<file path="src/rtl/spi_slave_frame_responder.sv">
`timescale 1ns/1ps
`default_nettype none
// ============================================================================
// Module  : spi_slave_frame_responder
// Brief   : SPI mode-0 slave; splits each chip-select frame into command,
//           address and data fields, captures write data, returns read data.
// Revision: 1.0 - initial release
// ============================================================================
module spi_slave_frame_responder #(
  parameter int SYNC_STAGES = 2,
  parameter int MAX_LEN     = 32
) (
  input  logic        clk,
  input  logic        rst,
  input  logic        spi_sclk,
  input  logic        spi_cs_n,
  input  logic        spi_mosi,
  output logic        spi_miso,
  output logic        spi_miso_oe,
  input  logic [5:0]  cfg_cmd_len,
  input  logic [5:0]  cfg_addr_len,
  input  logic [15:0] cfg_data_len,
  input  logic        cfg_rd,
  input  logic [31:0] tx_data,
  output logic        hdr_valid,
  output logic [31:0] hdr_cmd,
  output logic [31:0] hdr_addr,
  output logic        frame_valid,
  output logic [31:0] rx_data,
  output logic [1:0]  frame_flag
);

  typedef enum logic [2:0] {
    S_IDLE = 3'd0,
    S_CMD  = 3'd1,
    S_ADDR = 3'd2,
    S_DATA = 3'd3,
    S_DONE = 3'd4
  } state_t;

  localparam logic [5:0]  c_max_len    = 6'(MAX_LEN);
  localparam logic [15:0] c_max_len_16 = 16'(MAX_LEN);

  // Input synchronizers and edge detection
  logic [SYNC_STAGES-1:0] r_sclk_sync;
  logic [SYNC_STAGES-1:0] r_cs_sync;
  logic [SYNC_STAGES-1:0] r_mosi_sync;
  logic                   r_sclk_d;
  logic                   r_cs_d;

  always_ff @(posedge clk or posedge rst) begin
    if (rst) begin
      r_sclk_sync <= '0;
      r_cs_sync   <= '1;
      r_mosi_sync <= '0;
      r_sclk_d    <= 1'b0;
      r_cs_d      <= 1'b1;
    end else begin
      r_sclk_sync <= {r_sclk_sync[SYNC_STAGES-2:0], spi_sclk};
      r_cs_sync   <= {r_cs_sync[SYNC_STAGES-2:0], spi_cs_n};
      r_mosi_sync <= {r_mosi_sync[SYNC_STAGES-2:0], spi_mosi};
      r_sclk_d    <= r_sclk_sync[SYNC_STAGES-1];
      r_cs_d      <= r_cs_sync[SYNC_STAGES-1];
    end
  end

  logic w_sclk, w_cs, w_mosi;
  logic w_sclk_rise, w_sclk_fall, w_cs_fall, w_cs_rise;

  assign w_sclk      = r_sclk_sync[SYNC_STAGES-1];
  assign w_cs        = r_cs_sync[SYNC_STAGES-1];
  assign w_mosi      = r_mosi_sync[SYNC_STAGES-1];
  assign w_sclk_rise = w_sclk & ~r_sclk_d;
  assign w_sclk_fall = ~w_sclk & r_sclk_d;
  assign w_cs_fall   = ~w_cs & r_cs_d;
  assign w_cs_rise   = w_cs & ~r_cs_d;

  // Clamped view of the live configuration, latched at frame start
  logic [5:0] w_cmd_len_in, w_addr_len_in, w_data_len_in;

  assign w_cmd_len_in  = (cfg_cmd_len > c_max_len) ? c_max_len : cfg_cmd_len;
  assign w_addr_len_in = (cfg_addr_len > c_max_len) ? c_max_len : cfg_addr_len;
  assign w_data_len_in = (cfg_data_len > c_max_len_16) ? c_max_len : cfg_data_len[5:0];

  state_t      r_state, w_state_n;
  logic [5:0]  r_cnt;
  logic [5:0]  r_cmd_len, r_addr_len, r_data_len;
  logic        r_rd;
  logic        r_overrun;
  logic        r_pend;
  logic [31:0] r_cmd_sh, r_addr_sh, r_rx_sh;
  logic [30:0] r_tx_sh;
  logic        r_hdr_valid, r_frame_valid, r_miso, r_miso_oe;
  logic [31:0] r_hdr_cmd, r_hdr_addr, r_rx_data;
  logic [1:0]  r_frame_flag;

  logic        w_cnt_load;
  logic [5:0]  w_cnt_val;
  logic        w_frame_start, w_frame_end, w_hdr_fire;
  logic        w_shift_cmd, w_shift_addr, w_shift_data, w_overrun_set;
  logic [1:0]  w_flag;

  always_ff @(posedge clk or posedge rst) begin
    if (rst) r_state <= S_IDLE;
    else     r_state <= w_state_n;
  end

  // cs_n rise is tested first in every active state so it wins over sclk
  always_comb begin
    w_state_n     = r_state;
    w_cnt_load    = 1'b0;
    w_cnt_val     = '0;
    w_frame_start = 1'b0;
    w_frame_end   = 1'b0;
    w_hdr_fire    = 1'b0;
    w_shift_cmd   = 1'b0;
    w_shift_addr  = 1'b0;
    w_shift_data  = 1'b0;
    w_overrun_set = 1'b0;
    w_flag        = 2'b01;
    case (r_state)
      S_IDLE: begin
        if (w_cs_fall) begin
          w_frame_start = 1'b1;
          w_cnt_load    = 1'b1;
          if (w_cmd_len_in != '0) begin
            w_state_n = S_CMD;
            w_cnt_val = w_cmd_len_in;
          end else if (w_addr_len_in != '0) begin
            w_state_n = S_ADDR;
            w_cnt_val = w_addr_len_in;
          end else begin
            w_hdr_fire = 1'b1;
            w_cnt_val  = w_data_len_in;
            w_state_n  = (w_data_len_in != '0) ? S_DATA : S_DONE;
          end
        end
      end
      S_CMD: begin
        if (w_cs_rise) begin
          w_frame_end = 1'b1;
          w_state_n   = S_IDLE;
        end else if (w_sclk_rise) begin
          w_shift_cmd = 1'b1;
          if (r_cnt == 6'd1) begin
            w_cnt_load = 1'b1;
            if (r_addr_len != '0) begin
              w_state_n = S_ADDR;
              w_cnt_val = r_addr_len;
            end else begin
              w_hdr_fire = 1'b1;
              w_cnt_val  = r_data_len;
              w_state_n  = (r_data_len != '0) ? S_DATA : S_DONE;
            end
          end
        end
      end
      S_ADDR: begin
        if (w_cs_rise) begin
          w_frame_end = 1'b1;
          w_state_n   = S_IDLE;
        end else if (w_sclk_rise) begin
          w_shift_addr = 1'b1;
          if (r_cnt == 6'd1) begin
            w_cnt_load = 1'b1;
            w_hdr_fire = 1'b1;
            w_cnt_val  = r_data_len;
            w_state_n  = (r_data_len != '0) ? S_DATA : S_DONE;
          end
        end
      end
      S_DATA: begin
        if (w_cs_rise) begin
          w_frame_end = 1'b1;
          w_state_n   = S_IDLE;
        end else if (w_sclk_rise) begin
          w_shift_data = 1'b1;
          if (r_cnt == 6'd1) w_state_n = S_DONE;
        end
      end
      S_DONE: begin
        if (w_cs_rise) begin
          w_frame_end = 1'b1;
          w_state_n   = S_IDLE;
        end else if (w_sclk_rise) begin
          w_overrun_set = 1'b1;
        end
      end
      default: w_state_n = S_IDLE;
    endcase
    if (r_state == S_DONE) w_flag = r_overrun ? 2'b10 : 2'b00;
  end

  // Header fields as they will stand after this cycle's shift
  logic [31:0] w_cmd_next, w_addr_next;
  logic        w_rd;

  assign w_cmd_next  = w_frame_start ? '0 :
                       (w_shift_cmd ? {r_cmd_sh[30:0], w_mosi} : r_cmd_sh);
  assign w_addr_next = w_frame_start ? '0 :
                       (w_shift_addr ? {r_addr_sh[30:0], w_mosi} : r_addr_sh);
  assign w_rd        = w_frame_start ? cfg_rd : r_rd;

  always_ff @(posedge clk or posedge rst) begin
    if (rst) begin
      r_cnt         <= '0;
      r_cmd_len     <= '0;
      r_addr_len    <= '0;
      r_data_len    <= '0;
      r_rd          <= 1'b0;
      r_overrun     <= 1'b0;
      r_pend        <= 1'b0;
      r_cmd_sh      <= '0;
      r_addr_sh     <= '0;
      r_rx_sh       <= '0;
      r_tx_sh       <= '0;
      r_hdr_valid   <= 1'b0;
      r_frame_valid <= 1'b0;
      r_miso        <= 1'b0;
      r_miso_oe     <= 1'b0;
      r_hdr_cmd     <= '0;
      r_hdr_addr    <= '0;
      r_rx_data     <= '0;
      r_frame_flag  <= 2'b00;
    end else begin
      r_hdr_valid   <= w_hdr_fire;
      r_frame_valid <= w_frame_end;
      r_cmd_sh      <= w_cmd_next;
      r_addr_sh     <= w_addr_next;

      if (w_cnt_load)
        r_cnt <= w_cnt_val;
      else if (w_shift_cmd || w_shift_addr || w_shift_data)
        r_cnt <= r_cnt - 6'd1;

      if (w_frame_start) begin
        r_cmd_len  <= w_cmd_len_in;
        r_addr_len <= w_addr_len_in;
        r_data_len <= w_data_len_in;
        r_rd       <= cfg_rd;
        r_rx_sh    <= '0;
        r_overrun  <= 1'b0;
        r_pend     <= 1'b0;
      end

      if (w_shift_data) begin
        r_rx_sh <= {r_rx_sh[30:0], w_mosi};
        r_pend  <= 1'b1;
      end
      if (w_overrun_set) r_overrun <= 1'b1;

      if (w_hdr_fire) begin
        r_hdr_cmd  <= w_cmd_next;
        r_hdr_addr <= w_addr_next;
        r_miso_oe  <= w_rd;
      end

      // The fall that closes the header clock must not consume the MSB;
      // only falls that follow a sampled data bit advance MISO.
      if (r_hdr_valid && r_rd) begin
        r_tx_sh <= tx_data[30:0];
        r_miso  <= (r_data_len != '0) && tx_data[31];
      end else if (w_sclk_fall && r_pend && r_miso_oe) begin
        r_pend  <= 1'b0;
        r_tx_sh <= {r_tx_sh[29:0], 1'b0};
        r_miso  <= (r_state == S_DATA) && r_tx_sh[30];
      end

      if (w_frame_end) begin
        r_rx_data    <= r_rd ? '0 : r_rx_sh;
        r_frame_flag <= w_flag;
        r_miso_oe    <= 1'b0;
        r_miso       <= 1'b0;
        r_pend       <= 1'b0;
      end
    end
  end

  assign spi_miso    = r_miso;
  assign spi_miso_oe = r_miso_oe;
  assign hdr_valid   = r_hdr_valid;
  assign hdr_cmd     = r_hdr_cmd;
  assign hdr_addr    = r_hdr_addr;
  assign frame_valid = r_frame_valid;
  assign rx_data     = r_rx_data;
  assign frame_flag  = r_frame_flag;

endmodule
`default_nettype wire

</file>
<file path="config.mk">
export PLATFORM = sky130hd
export DESIGN_NAME = spi_slave_frame_responder
export DESIGN_NICKNAME = d
export VERILOG_FILES = /design/src/rtl/spi_slave_frame_responder.sv
export SDC_FILE = /design/constraint.sdc
export NUM_CORES = 1
export LEC_CHECK = 0
export BUFFER_PORTS_ARGS = -buffer_cell sky130_fd_sc_hd__buf_2
export CORE_ASPECT_RATIO = 0.9
export CORE_UTILIZATION = 53
export CTS_BUF_LIST = sky130_fd_sc_hd__clkbuf_8
export DETAILED_ROUTE_END_ITERATION = 10
export GPL_ROUTABILITY_DRIVEN = 0
export GPL_TIMING_DRIVEN = 0
export PLACE_DENSITY = 0.78
export RECOVER_POWER = 50
export SLEW_MARGIN = 10
export SYNTH_ARGS = -nofsm -noshare
export SYNTH_HDL_FRONTEND = slang
export SYNTH_SLANG_ARGS = --single-unit
</file>
<file path="constraint.sdc">
create_clock -name clk -period 8.4 [get_ports clk]
set_input_delay 1.26 -clock clk [delete_from_list [all_inputs] [get_ports clk]]
set_output_delay 1.26 -clock clk [all_outputs]
set_load 0.02 [all_outputs]
</file>
==> out/qor.yml <==
grt.total_usage_pct: 23.37
grt_pass1_vias: 8122
final_cells: 1558
grt_pass1_wl_um: 40570
cts_tree: "yes"
r2r-end: "r_data_len[0]"
die_area_um2: 21420
tns_ns: 0
ant_nets: 0
wl_per_cell_um: 15.50
cp_max_fo: 34
syn_area_per_cell_um2: 10.45
route.detailed.drc: 0
firstDrtPassIters: 7
fin_ws_ns: 3.978
drive_gt1_share_pct: 21.80
vias_per_cell: 5.409
netlist_top_cells_area: "dfrtp_1 58%, nand2_1 9.6%, o21ai_0 4.9%"
synth_edf_count: 0
ys_seq_elements: 261
cts-root-buf: "clkbuf_8"
switching_share_pct: 30.23
max_freq_mhz: 226.2
synth_simple_gate_area_share_pct: 16.57
yosysTopAreaCell: "dfrtp_1"
post_cts_buffers: 0
synthXorXnorAreaFrac_pct: 0.1586
yosysMostFrequentCell: "nand2_1"
die_height_um: 139.0
cts-resized-gates: 0
grt_setup_unrepaired: "no"
hold_depth: 0
synth_fp_nets: 1125
startpoint_type: "input pin"
wl_um: 24150
clk_path_buf_depth: 3
combPwrFrac_pct: 18.2
overflow: 0
async_flop_share_pct: 100.0
crit_path_end_kind: "asynchronous set/reset pin"
start_util_pct: 54.76
antenna_found_initial: 0
outcome: "finished, violations left"
io_pins: 168
min-delay-start: "r_sclk_sync[0]"
synth_top_area_share_pct: 58.45
worst_skew_pair.late_latency_ns: 0.52
cap_violations: 3
r2r_cells: 8
critPathArrivalTime_ns: 5.14
portBuffers: 167
rrSetupSlack_ns: 5.45
p_per_area_nw_per_um2: 230.7
pre_cts_slack_ns: 5.023
grt_max_degree: 41
nFillCells: 1646
ys_seq_area_share_pct: 59.16
p_seq_share_pct: 49.4
syn2layout_area_growth_pct: 17.85
placed_cells_incl_taps: 1486
leakagePower_uw: 0.006419
cts_num_sinks: 261
p_sw_uw: 908.1
fin_nets: 1343
ir_worst_vdd_mv: 0.1445
min_to: "r_sclk_sync[1]"
rows: 49
fin_crit_sh_pct: 52.64
relSlewSlack_pct: -37.76
synthMuxAreaShare_pct: 9.436
hold_viol_final: 0
synthesis.area_um2: 11050
dp_hpwl_um: 17360
synth_common_cells: "282 x nand2_1, 258 x dfrtp_1, 108 x o21ai_0"
p_int_uw: 2095
die_x_um: 154.2
ys_types: 59
h-tree-depth: 2
synth-adder-area-share_pct: 0.2266
r2r_start: "r_state[2]"
period_needed_ns: 4.422
cts.hold.buffers_added: 0
skew_ns: 0.01280
synthCells: 1057
tightest_slew_ns: 2.066
critPathKind: "in2async"
drt-initial-drc-count: 520
core_um2: 20170
ys.flop_type: "dfrtp_1"
finalSetupViolCount: 0
p_clk_share_pct: 32.4
n_antenna_cell: 0
cts_buffers: 42
vias: 8428
required_ns: 9.12
synth_top_family_by_area: "simple AND/OR/NAND/NOR gates"
min_path_type: "reg2reg"
synth-compound-area-share_pct: 11.21
ys.warnings.count: 0
clk_pin_slew_ns: 0.05
slew_violations: 72
violations: "max-capacitance violations, max-slew violations"
-- how the worst max path moves through the flow --
stage               endpoint            from  depth (start not counted)  slack, ns
2_1_floorplan  frame_flag[0]             rst                          1       3.70
3_3_place_gp     hdr_cmd[18]             rst                          2       2.26
3_5_place_dp     hdr_addr[4]  cfg_cmd_len[5]                          7       5.02
4_1_cts          hdr_addr[2]  cfg_cmd_len[5]                          7       5.57
5_1_grt         r_cmd_sh[17]             rst                          6       3.26
6_report         hdr_cmd[14]             rst                          6       3.98
-- registers in the layout (all words and copies together), names as in the netlist, 3 cells and up --
signal      flops
r_state         3
hdr_cmd        32
hdr_addr       32
rx_data        32
r_cmd_sh       32
r_data_len      6
r_addr_sh      32
r_addr_len      6
r_rx_sh        32
r_cnt           6
r_tx_sh        31
-- metrics by stage --
| step | hold WS (ns) | total power [µW] | area [µm²] | utilization, % |
|---|---|---|---|---|
| 2_1_floorplan | 0.3312 | 1881 | 11050 | - |
| 3_3_place_gp | 0.3344 | 2028 | 12200 | 60.50 |
| 3_5_place_dp | 0.3355 | 2059 | 12350 | 61.24 |
| 4_1_cts | 0.3465 | 3044 | 13100 | 64.94 |
| 5_1_grt | 0.3536 | 3173 | 13020 | 64.54 |
| 6_report | 0.3445 | 3003 | 13020 | 64.54 |
-- cells by family after synthesis --
logic type | count (synthesis)
AO/OA/AOI/OAI | 221
XOR/XNOR | 2
adder cells (fa/ha/maj) | 2
buffers and inverters | 75
flip-flops | 261
multiplexers | 96
AND/OR/NAND/NOR | 400
-- worst max-delay path, cell delays in order --
cell and delay (ns):
buf_2 0.10, clkinvlp_2 0.84, clkbuf_1 1.36, clkbuf_1 0.98, buf_12 0.31, buf_12 0.23
-- area by class of cell --
type	instances	area, µm²	area share, %
tap	255	319.1	2.451
timing repair buffer	174	925.9	7.113
buffer	65	311.5	2.393
multi-input combinational	721	4140	31.81
clock inverter	25	100.1	0.7689
sequential	261	6535	50.20
clock buffer	47	646.9	4.969
inverter	10	38.79	0.2980
-- placed cells by master, fill, tap and decap left out, types with 3 or more instances in the layout --
master and count:
mux2i_1 31, buf_2 181, a21oi_1 78, buf_12 4
nor3_1 8, buf_4 3, and2_0 3, mux2_1 38
mux2_2 27, nand4b_1 3, nand3_1 10, and3_1 5
inv_1 31, nor4_1 5, nand4_1 7, nor4_4 3
nor2_1 20, o211ai_1 3, o21a_1 3, clkbuf_8 47
o21ai_0 108, a22o_1 4, o221ai_1 3, clkbuf_1 45
nand2b_1 36, a221oi_1 4, nor2b_1 4, nand2_1 282
dfrtp_1 258, buf_6 5
-- power groups by stage --
stage	Combinational [µW]	Sequential (µW)	Clock [µW]
6_report	546	1480	975
4_1_cts	558	1480	1000
3_5_place_dp	555	1500	0
3_3_place_gp	530	1500	0
5_1_grt	612	1500	1060
2_1_floorplan	395	1490	0
-- metal layers --
metal  part of all wire, %  track usage (%)  up-vias
met5                     0                0        -
met4                   1.4            6.000        0
met3                   5.8            4.219       35
met2                    45            36.32      263
met1                    47            34.11     4087
li1                      -                -     4043
(Power assumes the default switching activity.)
